<file path="src/rtl/stepper_step_seq.sv">
// Step sequencer feeding decoder2_4: turns a move command into a 2-bit phase
// index, tracks signed absolute position and holds coil drive after a move.
module stepper_step_seq #(
    parameter int STEPS_W  = 16,
    parameter int DIV_W    = 20,
    parameter int POS_W    = 24,
    parameter int HOLD_CYC = 1000000
) (
    input  logic               clk_i,
    input  logic               rst_n_i,
    input  logic               start_i,
    input  logic               stop_i,
    input  logic               dir_i,
    input  logic [STEPS_W-1:0] steps_i,
    input  logic [DIV_W-1:0]   period_i,
    output logic [1:0]         cnt_o,
    output logic [POS_W-1:0]   pos_o,
    output logic               busy_o,
    output logic               done_o,
    output logic               en_o
);

    localparam int HOLD_W = (HOLD_CYC > 1) ? $clog2(HOLD_CYC + 1) : 1;
    localparam logic [HOLD_W-1:0] HOLD_LOAD = HOLD_W'(HOLD_CYC);

    typedef enum logic [1:0] {
        S_IDLE,
        S_RUN,
        S_HOLD
    } state_e;

    state_e             state_q, state_d;
    logic               dir_q, dir_d;
    logic [STEPS_W-1:0] rem_q, rem_d;
    logic [DIV_W-1:0]   div_q, div_d;
    logic [DIV_W-1:0]   per_q, per_d;
    logic [HOLD_W-1:0]  hold_q, hold_d;
    logic [1:0]         cnt_q, cnt_d;
    logic [POS_W-1:0]   pos_q, pos_d;
    logic               busy_q, busy_d;
    logic               done_q, done_d;
    logic               en_q, en_d;

    logic               end_move;
    logic [DIV_W-1:0]   period_eff;

    assign period_eff = (period_i == '0) ? DIV_W'(1) : period_i;

    always_ff @(posedge clk_i) begin
        if (!rst_n_i) begin
            state_q <= S_IDLE;
            dir_q   <= 1'b0;
            rem_q   <= '0;
            div_q   <= '0;
            per_q   <= '0;
            hold_q  <= '0;
            cnt_q   <= '0;
            pos_q   <= '0;
            busy_q  <= 1'b0;
            done_q  <= 1'b0;
            en_q    <= 1'b0;
        end else begin
            state_q <= state_d;
            dir_q   <= dir_d;
            rem_q   <= rem_d;
            div_q   <= div_d;
            per_q   <= per_d;
            hold_q  <= hold_d;
            cnt_q   <= cnt_d;
            pos_q   <= pos_d;
            busy_q  <= busy_d;
            done_q  <= done_d;
            en_q    <= en_d;
        end
    end

    // NOTE: every _d gets its hold value first so no path leaves it unassigned
    // (which would infer a latch); done_d defaults to 0 to make it a pulse.
    always_comb begin
        state_d  = state_q;
        dir_d    = dir_q;
        rem_d    = rem_q;
        div_d    = div_q;
        per_d    = per_q;
        hold_d   = hold_q;
        cnt_d    = cnt_q;
        pos_d    = pos_q;
        busy_d   = busy_q;
        done_d   = 1'b0;
        en_d     = en_q;
        end_move = 1'b0;

        unique case (state_q)
            S_IDLE, S_HOLD: begin
                if (start_i && !stop_i) begin
                    state_d = S_RUN;
                    dir_d   = dir_i;
                    rem_d   = steps_i;
                    per_d   = period_eff;
                    div_d   = period_eff;
                    hold_d  = '0;
                    busy_d  = 1'b1;
                    en_d    = 1'b1;
                end else if (state_q == S_HOLD) begin
                    if (hold_q <= HOLD_W'(1)) begin
                        state_d = S_IDLE;
                        en_d    = 1'b0;
                    end else begin
                        hold_d = hold_q - HOLD_W'(1);
                    end
                end
            end
            S_RUN: begin
                if (stop_i) begin
                    end_move = 1'b1;
                end else if (rem_q == '0) begin
                    end_move = 1'b1;
                    done_d   = 1'b1;
                end else if (div_q <= DIV_W'(1)) begin
                    cnt_d = dir_q ? cnt_q + 2'd1 : cnt_q - 2'd1;
                    pos_d = dir_q ? pos_q + POS_W'(1) : pos_q - POS_W'(1);
                    div_d = per_q;
                    rem_d = rem_q - STEPS_W'(1);
                    if (rem_q == STEPS_W'(1)) begin
                        end_move = 1'b1;
                        done_d   = 1'b1;
                    end
                end else begin
                    div_d = div_q - DIV_W'(1);
                end
            end
            default: state_d = S_IDLE;
        endcase

        // Normal completion and abort share the same exit into hold or idle.
        if (end_move) begin
            busy_d = 1'b0;
            if (HOLD_CYC != 0) begin
                state_d = S_HOLD;
                hold_d  = HOLD_LOAD;
            end else begin
                state_d = S_IDLE;
                en_d    = 1'b0;
            end
        end
    end

    assign cnt_o  = cnt_q;
    assign pos_o  = pos_q;
    assign busy_o = busy_q;
    assign done_o = done_q;
    assign en_o   = en_q;

endmodule

</file>
<file path="config.mk">
export PLATFORM = sky130hd
export DESIGN_NAME = stepper_step_seq
export DESIGN_NICKNAME = d
export VERILOG_FILES = /design/src/rtl/stepper_step_seq.sv
export SDC_FILE = /design/constraint.sdc
export NUM_CORES = 1
export LEC_CHECK = 0
export CAP_MARGIN = 10
export CORE_ASPECT_RATIO = 0.6
export CORE_MARGIN = 2
export CORE_UTILIZATION = 35
export CTS_BUF_LIST = sky130_fd_sc_hd__clkbuf_4 sky130_fd_sc_hd__clkbuf_8 sky130_fd_sc_hd__clkbuf_16
export CTS_CLUSTER_SIZE = 24
export DETAILED_ROUTE_END_ITERATION = 16
export PLACE_DENSITY = 0.5
export SLEW_MARGIN = 25
export SYNTH_ARGS = -nofsm -noshare
export SYNTH_HDL_FRONTEND = slang
export SYNTH_SLANG_ARGS = --single-unit
</file>
<file path="constraint.sdc">
create_clock -name clk_i -period 3.11 [get_ports clk_i]
set_input_delay 0.311 -clock clk_i [delete_from_list [all_inputs] [get_ports clk_i]]
set_output_delay 0.311 -clock clk_i [all_outputs]
set_load 0.02 [all_outputs]
</file>
# After elaboration in Yosys (flattened, before gate mapping)

Index checks and enable logic that the tools add are counted.

Register bits: 108
Output and inout port bits: 29

Add/sub/neg operators: 7
Order comparisons: 2
Equal/unequal tests: 14
Multiplexer cells: 31
Bitwise logic cells: 4
Reduce and logical (&&, ||, !) cells: 22

Operators by type and width:

| cell                  | number |
|---|---|
| $mux 20               | 10 |
| $mux 16               | 4 |
| $le 20x1->1 const B   | 2 |
| $pmux 20 s2           | 1 |
| $sub 20x1->20 const B | 2 |
| $pmux 16 s2           | 1 |
| $add 24x1->24 const B | 1 |
| $mux 24               | 1 |
| $sub 24x1->24 const B | 1 |
| $logic_not 20->1      | 1 |
| $eq 16x1->1 const B   | 1 |
| $logic_not 16->1      | 1 |
| $sub 16x1->16 const B | 1 |
| $reduce_and 3->1      | 5 |
| $ne 2x2->1 const B    | 6 |
| $mux 2                | 5 |
| $ne 3x3->1 const B    | 3 |
| $mux 1                | 8 |
| $ne 4x4->1 const B    | 2 |
| $reduce_and 4->1      | 2 |
| $reduce_bool 2->1     | 4 |
| $reduce_and 5->1      | 1 |
| $not 1->1             | 4 |
| $pmux 2 s2            | 1 |
| 11 further kinds      | 12 |

# Depth between registers and ports, before layout

Gate-level depths: netlist of the first run.

Depth in word-level cells: 8
Mapped depth: 11
Mapped depth without buffers: 9

# Least setup slack after synthesis of the first run

Ideal clock, no wire load.

Kind: flip-flop to flip-flop
Start: register dir_q
End: register pos_q[21], in the netlist pos_o[21]
Setup time: 0.062 ns
Data arrival time: 2.771 ns
Required time: 3.048 ns
Slack: 0.277 ns
Stages on the path, launching flop included: 11
Buffers on the path: 1
Clock period less this slack: 2.833 ns
Cells stage by stage: dfxtp_1 clkbuf_1 inv_1 ha_1 a211oi_1 o211ai_1 a41oi_1 o31a_1 nor3_1 or4_1 nand3_1

Word-level cells in the longest chain between the ends: 1

RTL lines:

| item                   | line | RTL |
|---|---|---|
| from (decl)            | 33   | `logic dir_q, dir_d;` |
| from (signal assigned) | 64   | `dir_q <= dir_d;` |
| $mux 24                | 121  | `pos_d = dir_q ? pos_q + POS_W'(1) : pos_q - POS_W'(1);` |
| to (signal assigned)   | 70   | `pos_q <= pos_d;` |
| to (decl)              | 39   | `logic [POS_W-1:0] pos_q, pos_d;` |

No other way between the ends.
A chain may end at the register's enable or synchronous reset.

# Final worst setup path of the first run

Start: register div_q[5]
End: register pos_q[23], in the netlist pos_o[23]

Word-level cells in the longest chain between the ends: 2

RTL lines:

| item                              | line | RTL |
|---|---|---|
| from (decl)                       | 35   | `logic [DIV_W-1:0] div_q, div_d;` |
| from (signal assigned)            | 66   | `div_q <= div_d;` |
| $le 20x1->1                       | 119  | `end else if (div_q <= DIV_W'(1)) begin` |
| $reduce_and 4->1 (no source line) | -    |  |

No other way between the ends.

==> metrics.csv, run 1 <==
stage,metric,value,unit
clock_network,CTS tree,done,
clock_network,Post-CTS Resized,0,
clock_network,cts bufs inserted,9,
setup_path,crit path capture,pos_o[23],
setup_path,highest-delay cell along the critical path,or4_1,
floorplan,Die ar.,0.02005,mm2
timing,Final Hold Fails,0,
min_path,Hold/Removal Path Class,in2reg,
synthesis,Mapped Area,0.006615,mm2
timing,Slew Limit Fails,0,
floorplan,Die X,181.5,um
routing,DR vias,6646,
synthesis,sequential share of the synthesized area,32.68,%
power_and_ir_drop,Pwr Density,509.4,mW/mm2
synthesis,top cell type's share of synthesized area,32.68,%
routing,Initial DRC Count,504,
synthesis,biggest area consumer among synthesized cells,dfxtp_1,
grt,largest net degree at the start of global routing,52,
timing,fin crit period,2.793,ns
synthesis,synthesized area per cell,7.577,um2
synthesis,"EDFF count, synth",0,
setup_path,critical path class,reg2reg,
synthesis,top post-synthesis cells by area,"dfxtp_1 (33%), nand2_1 (7.7%), ha_1 (5.3%)",
clock_network,CTS Hold Bufs,0,
flow_run,max_cap viols,0,
grt,antenna violations before repair,0,
grt,vias in the first global route,6290,
setup_path,crit path DAT,3.09,ns
clock_network,Post-CTS Repair Setup Buffers,0,
setup_path,Worst path max stage delay,0.72,ns
place,DP HPWL,14790,um
synthesis,list of most frequent post-synthesis cells,"nand2_1 (135), dfxtp_1 (108), nor2_1 (72)",
routing,WL/cell,17.03,um
floorplan,# IOs,70,
clock_network,Max Buffers Root-to-Sink,2,
timing,Setup Viol. Count Final,0,
floorplan,Initial Util,36.14,%
clock_network,"Reg clk slew, reported paths",0.08,ns
setup_path,CP endpoint kind,flop,
routing,DR pass1 iterations,7,
timing,Slew HR,59.91,%
setup_path,worst r2r dst,pos_o[23],
place,# port buffers,69,
routing,final WL,20060,um
layout,Area Overhead vs Synth,20.43,%
setup_path,Critical Path Start Type,flop,
synthesis,commonest register cell after synthesis,dfxtp_1,
synthesis,synthesized instance count,873,
setup_path,crit-path max FO,34,
layout,final layout net count,1003,
floorplan,Die Ht,110.5,um
setup_path,cell depth of the worst flop-to-flop path,8,
setup_path,worst reg-to-reg setup slack,0.32,ns
synthesis,"count leader, synth",nand2_1,
clock_network,CTS root buf,clkbuf_16,
timing,Final period util,89.82,%
timing,RSZ-0062 raised after global routing,no,
synthesis,Post-Synthesis Net Count,943,
timing,Worst Skew,0.01124,ns
place,gpl congestion,0.9216,
power_and_ir_drop,VDD IR max,292.9,uV
timing,Slew @ Worst Pin,0.5959,ns
clock_network,H-tree Lvls,3,
setup_path,Crit. Startpoint,div_q[5],
setup_path,CP Cell Sequence,or4_1 > nor4_2 > nand3_1 > or4_1 > buf_4 > nor4_1 > a311oi_1 > nand3_1,
grt,grt total ovfl,0,
clock_network,CTS Sinks,108,
grt,Tot GR Track Use,20.74,%
setup_path,R2R Path Start,div_q[5],
routing,antenna-violating nets left,0,
outcome,status,"complete, no violations",
synthesis,"Warnings, synthesis",0,
synthesis,Synth cell types,58,
synthesis,asr flop ratio synth,0,%
timing,Setup TNS Final,0,ns
grt,first-pass GRT wire length,33620,um
routing,via/cell ratio,5.642,
floorplan,Core ar.,0.01831,mm2
layout,# diodes,0,
synthesis,"FF+latch count, synth",108,
clock_network,Skew-Pair Late Insertion Delay,0.36,ns
routing,Residual DRC,0,
floorplan,# rows,38,
power_and_ir_drop,leakage,3.164,nW
timing,fmax,358.0,MHz
timing,hold_ws,0.4669,ns
setup_path,Crit path required time,3.41,ns
layout,layout cells sized above 1,6.930,%
==> metal layers <==
metal,up-vias,GRT usage (%),share of wire (%),wire (um)
li1,3268,-,-,-
met1,3143,33.11,55,10980
met2,219,27.59,38,7665
met3,16,4.123,6.0,1198
met4,0,4.932,1.1,220
met5,-,0,0,0
==> worst max-delay path, delay by kind of cell, from the launching register on <==
kind            cells  cell delay, ns
simple gates        6            2.00
buf+inv             1            0.26
flops               1            0.36
compound gates      1            0.10
==> stage by stage <==
step | utilization [%] | worst slack (ns) | power (mW) | instances | instance area [um2]
2_1_floorplan | - | 0.2772 | 2.418 | 873 | 6615
3_3_place_gp | 41.72 | 0.3731 | 2.745 | 1162 | 7636
3_5_place_dp | 41.72 | 0.3327 | 2.766 | 1162 | 7636
4_1_cts | 43.52 | 0.3070 | 4.090 | 1178 | 7966
5_1_grt | 43.52 | 0.07093 | 4.317 | 1178 | 7966
6_report | 43.52 | 0.3165 | 4.058 | 1178 | 7966
==> kinds of logic (layout without fill, tap and decap cells) <==
kind of cell | after synthesis | in the layout | synth area share (%)
compound gates | 265 | 265 | 25.36
xor+xnor | 51 | 51 | 6.752
fa+ha+maj | 29 | 29 | 5.599
buf+inv | 65 | 130 | 3.991
flops | 108 | 108 | 32.68
simple gates | 355 | 355 | 25.61
==> flip-flops by register name, summed over array words and instances (netlist names) <==
| register | cells |
|---|---|
| dir_q | 1 |
| busy_o | 1 |
| per_q | 20 |
| div_q | 20 |
| done_o | 1 |
| pos_o | 24 |
| state_q | 2 |
| en_o | 1 |
| hold_q | 20 |
| rem_q | 16 |
| cnt_o | 2 |
==> layout make-up <==
class                      instances  area [um2]
clock buffer                      11       246.5
clock inverter                     5       83.83
fill                            1772       10340
inverter                          15       56.30
multi-input combinational        700        4204
sequential                       108        2162
tap                              240       300.3
timing repair buffer              99       913.4
==> power by group <==
group | leakage (nW) | internal [mW] | total (mW) | switching, mW
sequential | 0.880 | 1.49 | 1.60 | 0.108
combinational | 2.13 | 0.461 | 1.15 | 0.688
clock | 0.156 | 0.742 | 1.31 | 0.566
total | 3.16 | 2.70 | 4.06 | 1.36
==> how the worst min path moves through the flow <==
stage / from / to / slack [ns] / cells after the start
6_report: rst_n_i / state_q[1] / 0.47 / 3
5_1_grt: per_q[14] / per_q[14] / 0.49 / 2
4_1_cts: rst_n_i / state_q[1] / 0.45 / 3
3_3_place_gp: busy_o / busy_o / 0.45 / 2
2_1_floorplan: rem_q[7] / rem_q[7] / 0.44 / 2
3_5_place_dp: per_q[7] / per_q[7] / 0.46 / 2
==> cell usage in the layout (no fill, tap or decap), types with 3 or more instances in the layout <==
cell type and count:
and2_1 10, o21ai_0 63, nor2b_1 3, or3_1 7
o41ai_1 3, nor2_1 72, dfxtp_1 108, o31ai_1 9
o21bai_1 8, a21oi_1 65, or2_2 3, nand2b_1 5
o211a_1 4, o21ai_1 11, clkdlybuf4s50_1 68, a21boi_0 29
xnor2_1 26, nor4_1 18, nand2_1 135, and3_1 7
nor3_1 22, or4_1 10, buf_4 31, ha_1 28
nand3_1 36, nand4_1 7, a32o_1 3, o211ai_1 9
nand3b_1 6, a31oi_1 6, clkbuf_16 9, a41oi_1 5
a211oi_1 16, inv_1 15, a31o_2 4, nor3b_1 3
o21a_1 4, xor2_1 25, a21o_1 11
Power figures use the tool's default switching activity.
==> run 2: changes to the inputs <==
CORE_ASPECT_RATIO = 2   (was 0.6)
SETUP_SLACK_MARGIN = 0.05   (was default)
SLEW_MARGIN = 10   (was 25)
==> run 2 against run 1 <==
Compared with the run above:
- non-clock buffer count increased by 2
- fmax increased by 2.5%
- sequential power hardly changed
==> metrics.csv, run 2 (synthesis gave the netlist of run 1 again) <==
stage,metric,value,unit,change
outcome,status,"complete, no violations",,
grt,first-pass GRT wire length,33280,um,-1.0%
routing,DR pass1 iterations,4,,-3
grt,Tot GR Track Use,21.23,%,+0.50 points
place,gpl congestion,0.8742,,-5.1%
min_path,hold path cells,2,,-1
clock_network,Max Buffers Root-to-Sink,2,,unchanged
timing,Final period util,87.61,%,-2.2 points
timing,hold_ws,0.4664,ns,-0.0004810 ns
min_path,Worst Hold Launch,per_q[5],,
routing,WL/cell,17.79,um,+4.4%
power_and_ir_drop,combinational share of power,28.7,%,+0.4 points
clock_network,CTS Hold Bufs,0,,unchanged
timing,Slew HR,56.69,%,-3.2 points
setup_path,Critical Path Start Type,flop,,
floorplan,Initial Util,35.46,%,-0.68 points
timing,Slew @ Worst Pin,0.6447,ns,+0.04882 ns
grt,antenna violations before repair,0,,unchanged
setup_path,Crit path required time,3.41,ns,about the same
layout,"commonest non-fill, non-tap cell in the layout",nand2_1,,
setup_path,family with the most delay on the worst path,simple AND/OR/NAND/NOR gates,,
layout,max FFs per register,24,,unchanged
layout,# diodes,0,,unchanged
power_and_ir_drop,sw power,1.373,mW,+0.83%
setup_path,worst reg-to-reg setup slack,0.39,ns,+0.07 ns
timing,Slew Limit Fails,0,,unchanged
layout,most frequent cells in the layout,"nand2_1 (135), dfxtp_1 (108), nor2_1 (72), clkdlybuf4s50_1 (68), a21oi_1 (65)",,
timing,fin crit period,2.725,ns,-0.06866 ns
place,Setup WS pre-CTS,0.3688,ns,+0.03604 ns
power_and_ir_drop,clock power share,31.8,%,-0.4 points
routing,Residual DRC,0,,unchanged
floorplan,Die ar.,0.02008,mm2,+0.15%
routing,via/cell ratio,5.525,,-2.1%
setup_path,highest-delay cell along the critical path,or4_1,,
power_and_ir_drop,leakage,3.183,nW,+0.60%
flow_run,max_cap viols,0,,unchanged
timing,Worst Skew,0.01212,ns,+0.0008727 ns
routing,antenna-violating nets left,0,,unchanged
timing,Setup Viol. Count Final,0,,unchanged
routing,DR vias,6403,,-3.7%
min_path,Hold EP,per_q[5],,
clock_network,Skew-Pair Late Insertion Delay,0.36,ns,about the same
clock_network,CTS Sinks,108,,unchanged
routing,final WL,20620,um,+2.8%
clock_network,Post-CTS Resized,0,,unchanged
power_and_ir_drop,Tot Pwr,4.061,mW,about the same
timing,fmax,367.0,MHz,+2.5%
grt,vias in the first global route,6474,,+2.9%
setup_path,Worst path max stage delay,0.71,ns,about the same
setup_path,WP buf/inv,1,,unchanged
timing,RSZ-0062 raised after global routing,no,,
clock_network,CTS root buf,clkbuf_16,,
timing,fin worst setup slack,0.3852,ns,+0.06866 ns
clock_network,cts bufs inserted,9,,unchanged
setup_path,critical path class,reg2reg,,
setup_path,worst r2r dst,cnt_o[1],,
grt,grt total ovfl,0,,unchanged
power_and_ir_drop,Internal,2.688,mW,-0.31%
floorplan,# IOs,70,,unchanged
floorplan,Die Ht,198.4,um,+80%
layout,layout cells sized above 1,7.128,%,+0.20 points
power_and_ir_drop,sw frac,33.81,%,+0.25 points
layout,final design utilization,42.68,%,-0.84 points
power_and_ir_drop,sequential share of power,39.5,%,about the same
floorplan,Die X,101.2,um,-44%
clock_network,H-tree Lvls,3,,unchanged
setup_path,Critical Path Most Common Cell,or4_1,,
clock_network,CTS tree,done,,
routing,Initial DRC Count,145,,-71%
floorplan,# rows,71,,+87%
clock_network,"Reg clk slew, reported paths",0.08,ns,about the same
timing,Final Hold Fails,0,,unchanged
grt,largest net degree at the start of global routing,62,,+19%
power_and_ir_drop,Pwr Density,510.0,mW/mm2,+0.12%
min_path,Hold/Removal Path Class,reg2reg,,
setup_path,Crit path depth,7,,-1
layout,Area Overhead vs Synth,20.37,%,about the same
place,# port buffers,69,,unchanged
layout,final layout net count,1005,,+0.20%
clock_network,Post-CTS Repair Setup Buffers,0,,unchanged
setup_path,CP endpoint kind,flop,,
setup_path,CP Cell Sequence,or4_1 > nor4_2 > nand3_1 > or4_1 > buf_12 > or3_1 > a21boi_1,,
power_and_ir_drop,VDD IR max,300.7,uV,+2.7%
setup_path,cell depth of the worst flop-to-flop path,7,,-1
floorplan,Core ar.,0.01866,mm2,+1.9%
place,DP HPWL,15720,um,+6.3%
setup_path,crit-path max FO,34,,unchanged
timing,Setup TNS Final,0,ns,unchanged
setup_path,R2R Path Start,div_q[5],,
setup_path,crit path DAT,3.02,ns,-0.07 ns
==> run 2: tightest hold or removal path: stages, from the launching register on <==
cell	delay (ns)
dfxtp_1	0.31
nand2_1	0.05
a21boi_0	0.06
==> run 2: area by class of cell <==
type	instances	area, um2
Clock buffer	9	225.2
Clock inverter	7	100.1
Fill cell	1982	10690
Inverter	15	56.30
Multi-Input combinational cell	700	4204
Sequential cell	108	2162
Tap cell	219	274.0
Timing Repair Buffer	101	940.9
==> run 2: how the worst max path moves through the flow <==
| stage | start | slack, ns | end |
|---|---|---|---|
| 6_report | div_q[5] | 0.39 | cnt_o[1] |
| 5_1_grt | dir_q | 0.20 | pos_o[15] |
| 4_1_cts | div_q[5] | 0.36 | cnt_o[1] |
| 3_5_place_dp | div_q[5] | 0.37 | cnt_o[1] |
| 3_3_place_gp | div_q[5] | 0.38 | pos_o[23] |
| 2_1_floorplan | dir_q | 0.28 | pos_o[21] |
==> run 2: power by group through the flow <==
stage                     combinational, mW  clock, mW  sequential [mW]
final                                  1.17       1.29             1.60
after detailed placement               1.17          0             1.63
after floorplan                       0.809          0             1.61
after CTS                              1.18       1.34             1.60
after global placement                 1.17          0             1.64
after global routing                   1.30       1.38             1.62
==> run 2: routing by layer <==
layer,GRT usage [%],share of wire (%),up-vias
li1,-,-,3264
met1,21.02,36,2986
met2,42.16,58,114
met3,2.495,2.2,39
met4,9.710,3.3,0
met5,0,0,-
==> run 2: through the flow <==
| stage | std cells | area [um2] |
|---|---|---|
| 4_1_cts | 1159 | 7963 |
| 2_1_floorplan | 873 | 6615 |
| 3_5_place_dp | 1143 | 7637 |
| 6_report | 1159 | 7963 |
| 3_3_place_gp | 1143 | 7637 |
| 5_1_grt | 1159 | 7963 |
==> run 3: changes to the inputs <==
CELL_PAD_IN_SITES_DETAIL_PLACEMENT = 1   (was default)
CELL_PAD_IN_SITES_GLOBAL_PLACEMENT = 1   (was default)
GPL_ROUTABILITY_DRIVEN = 1   (was default)
PLACE_DENSITY = 0.65   (was 0.5)
SKIP_CTS_REPAIR_TIMING = 1   (was default)
==> run 3 against run 2 <==
Compared with the run above:
- die area unchanged
- fmax decreased by 2.6%
- utilization decreased by 0.25 points
- largest power group unchanged
- highest routed layer unchanged
==> metrics.csv, run 3 (synthesis gave the netlist of run 1 again) <==
stage,metric,value,unit,change
outcome,status,"complete, no violations",,
clock_network,Skew-Pair Late Insertion Delay,0.36,ns,about the same
flow_run,max_cap viols,0,,unchanged
timing,Setup Viol. Count Final,0,,unchanged
clock_network,CTS root buf,clkbuf_16,,
clock_network,CTS tree,done,,
timing,fin crit period,2.798,ns,+0.07304 ns
clock_network,cts bufs inserted,9,,unchanged
routing,metal2 WL,13080,um,+8.5%
timing,Setup TNS Final,0,ns,unchanged
power_and_ir_drop,Internal,2.544,mW,-5.4%
layout,"commonest non-fill, non-tap cell in the layout",nand2_1,,
power_and_ir_drop,combinational share of power,30.2,%,+1.5 points
setup_path,crit path DAT,3.10,ns,+0.08 ns
power_and_ir_drop,sw power,1.401,mW,+2.0%
setup_path,CP endpoint kind,flop,,
routing,routed length on met3,435,um,-2.7%
routing,DR vias,6658,,+4.0%
floorplan,# IOs,70,,unchanged
setup_path,R2R Path Start,div_q[5],,
setup_path,worst reg-to-reg setup slack,0.31,ns,-0.07 ns
floorplan,Initial Util,35.46,%,unchanged
setup_path,critical path class,reg2reg,,
power_and_ir_drop,sw frac,35.52,%,+1.7 points
routing,Met1 Routed Length,7955,um,+6.9%
timing,Worst Skew,0.01061,ns,-0.001507 ns
layout,max FFs per register,24,,unchanged
timing,RSZ-0062 raised after global routing,no,,
layout,layout cells sized above 1,7.135,%,+0.0076 points
grt,antenna violations before repair,0,,unchanged
clock_network,H-tree Lvls,3,,unchanged
clock_network,Max Buffers Root-to-Sink,2,,unchanged
floorplan,Core ar.,0.01866,mm2,unchanged
timing,Slew Limit Fails,0,,unchanged
setup_path,worst r2r dst,cnt_o[1],,
timing,Final Hold Fails,0,,unchanged
setup_path,Crit path required time,3.41,ns,about the same
timing,hold_ws,0.4674,ns,+0.0009610 ns
setup_path,Crit. Startpoint,div_q[5],,
floorplan,Die Ht,198.4,um,unchanged
grt,first-pass GRT wire length,35400,um,+6.4%
routing,via/cell ratio,5.750,,+4.1%
power_and_ir_drop,VDD IR max,263.1,uV,-13%
setup_path,cell depth of the worst flop-to-flop path,7,,unchanged
timing,Final period util,89.96,%,+2.3 points
routing,antenna-violating nets left,0,,unchanged
place,gpl congestion,0.8981,,+2.7%
layout,final layout net count,1004,,-0.10%
floorplan,Die ar.,0.02008,mm2,unchanged
grt,largest net degree at the start of global routing,65,,+4.8%
power_and_ir_drop,leakage,3.156,nW,-0.83%
layout,Area Overhead vs Synth,19.67,%,
layout,# fillers,2285,,+15%
timing,Slew @ Worst Pin,0.6851,ns,+0.04033 ns
power_and_ir_drop,clock power share,29.1,%,-2.7 points
floorplan,Die X,101.2,um,unchanged
timing,Slew HR,54.33,%,-2.4 points
place,DP HPWL,17090,um,+8.7%
place,# port buffers,69,,unchanged
setup_path,crit-path max FO,34,,unchanged
routing,Initial DRC Count,198,,+37%
power_and_ir_drop,sequential share of power,40.7,%,+1.2 points
setup_path,Critical Path Start Type,flop,,
routing,WL/cell,19.22,um,+8.1%
setup_path,crit path capture,cnt_o[1],,
power_and_ir_drop,Pwr Density,498.3,mW/mm2,-2.3%
layout,# diodes,0,,unchanged
routing,Highest Signal Layer,met4,,
timing,fmax,357.4,MHz,-2.6%
routing,Residual DRC,0,,unchanged
grt,vias in the first global route,7112,,+9.9%
routing,final WL,22260,um,+8.0%
grt,grt total ovfl,0,,unchanged
grt,Tot GR Track Use,22.70,%,+1.5 points
min_path,Hold/Removal Path Class,reg2reg,,
routing,DR pass1 iterations,6,,+2
floorplan,# rows,71,,unchanged
layout,most frequent cells in the layout,"nand2_1 (135), dfxtp_1 (108), nor2_1 (72), clkdlybuf4s50_1 (68), a21oi_1 (65)",,
clock_network,"Reg clk slew, reported paths",0.08,ns,about the same
clock_network,CTS Sinks,108,,unchanged
## run 3: power by group through the flow
stage	registers (mW)	clock network, mW	logic (mW)
final	1.60	1.15	1.19
after global routing	1.62	1.22	1.32
after CTS	1.60	1.19	1.20
after detailed placement	1.64	0	1.19
after global placement	1.63	0	1.15
after floorplan	1.61	0	0.809
## run 3: cell type report
cell class	instances	area [um2]	area share (%)
Inverter	15	56.30	0.7112
Tap cell	219	274.0	3.461
Timing Repair Buffer	100	930.9	11.76
Multi-Input combinational cell	700	4209	53.17
Sequential cell	108	2162	27.31
Clock inverter	5	37.54	0.4742
Clock buffer	11	246.5	3.114
## run 3: worst min path at each step
stage	start	to	slack, ns	cells past startpoint
finish	per_q[12]	per_q[12]	0.47	2
detailed placement	per_q[10]	per_q[10]	0.46	2
floorplan	rem_q[7]	rem_q[7]	0.44	2
global placement	per_q[8]	per_q[8]	0.45	2
global route	per_q[5]	per_q[5]	0.49	2
CTS	per_q[10]	per_q[10]	0.47	2
## run 3: worst max-delay path, stage by stage, from the launching register on
cell and delay (ns):
dfxtp_1 0.37, or4_1 0.70, nor4_2 0.20, nand3_1 0.21, or4_1 0.57, buf_12 0.20, or3_1 0.35, a21boi_1 0.13
## run 3: layer usage
metal  track usage (%)  vias up
met4             10.36        0
met1             21.12     3255
li1                  -     3256
met2             46.63      110
met5                 0        -
met3             2.635       37
## run 3: per-stage QoR
step	instance area (um2)	cells	util (%)	total power, mW	worst slack [ns]
after floorplan	6615	873	-	2.418	0.2772
after global placement	7627	1142	40.89	2.780	0.3554
after detailed placement	7627	1142	40.89	2.825	0.2547
after CTS	7911	1158	42.41	3.995	0.2697
after global routing	7916	1158	42.43	4.168	0.1131
final	7916	1158	42.43	3.945	0.3121
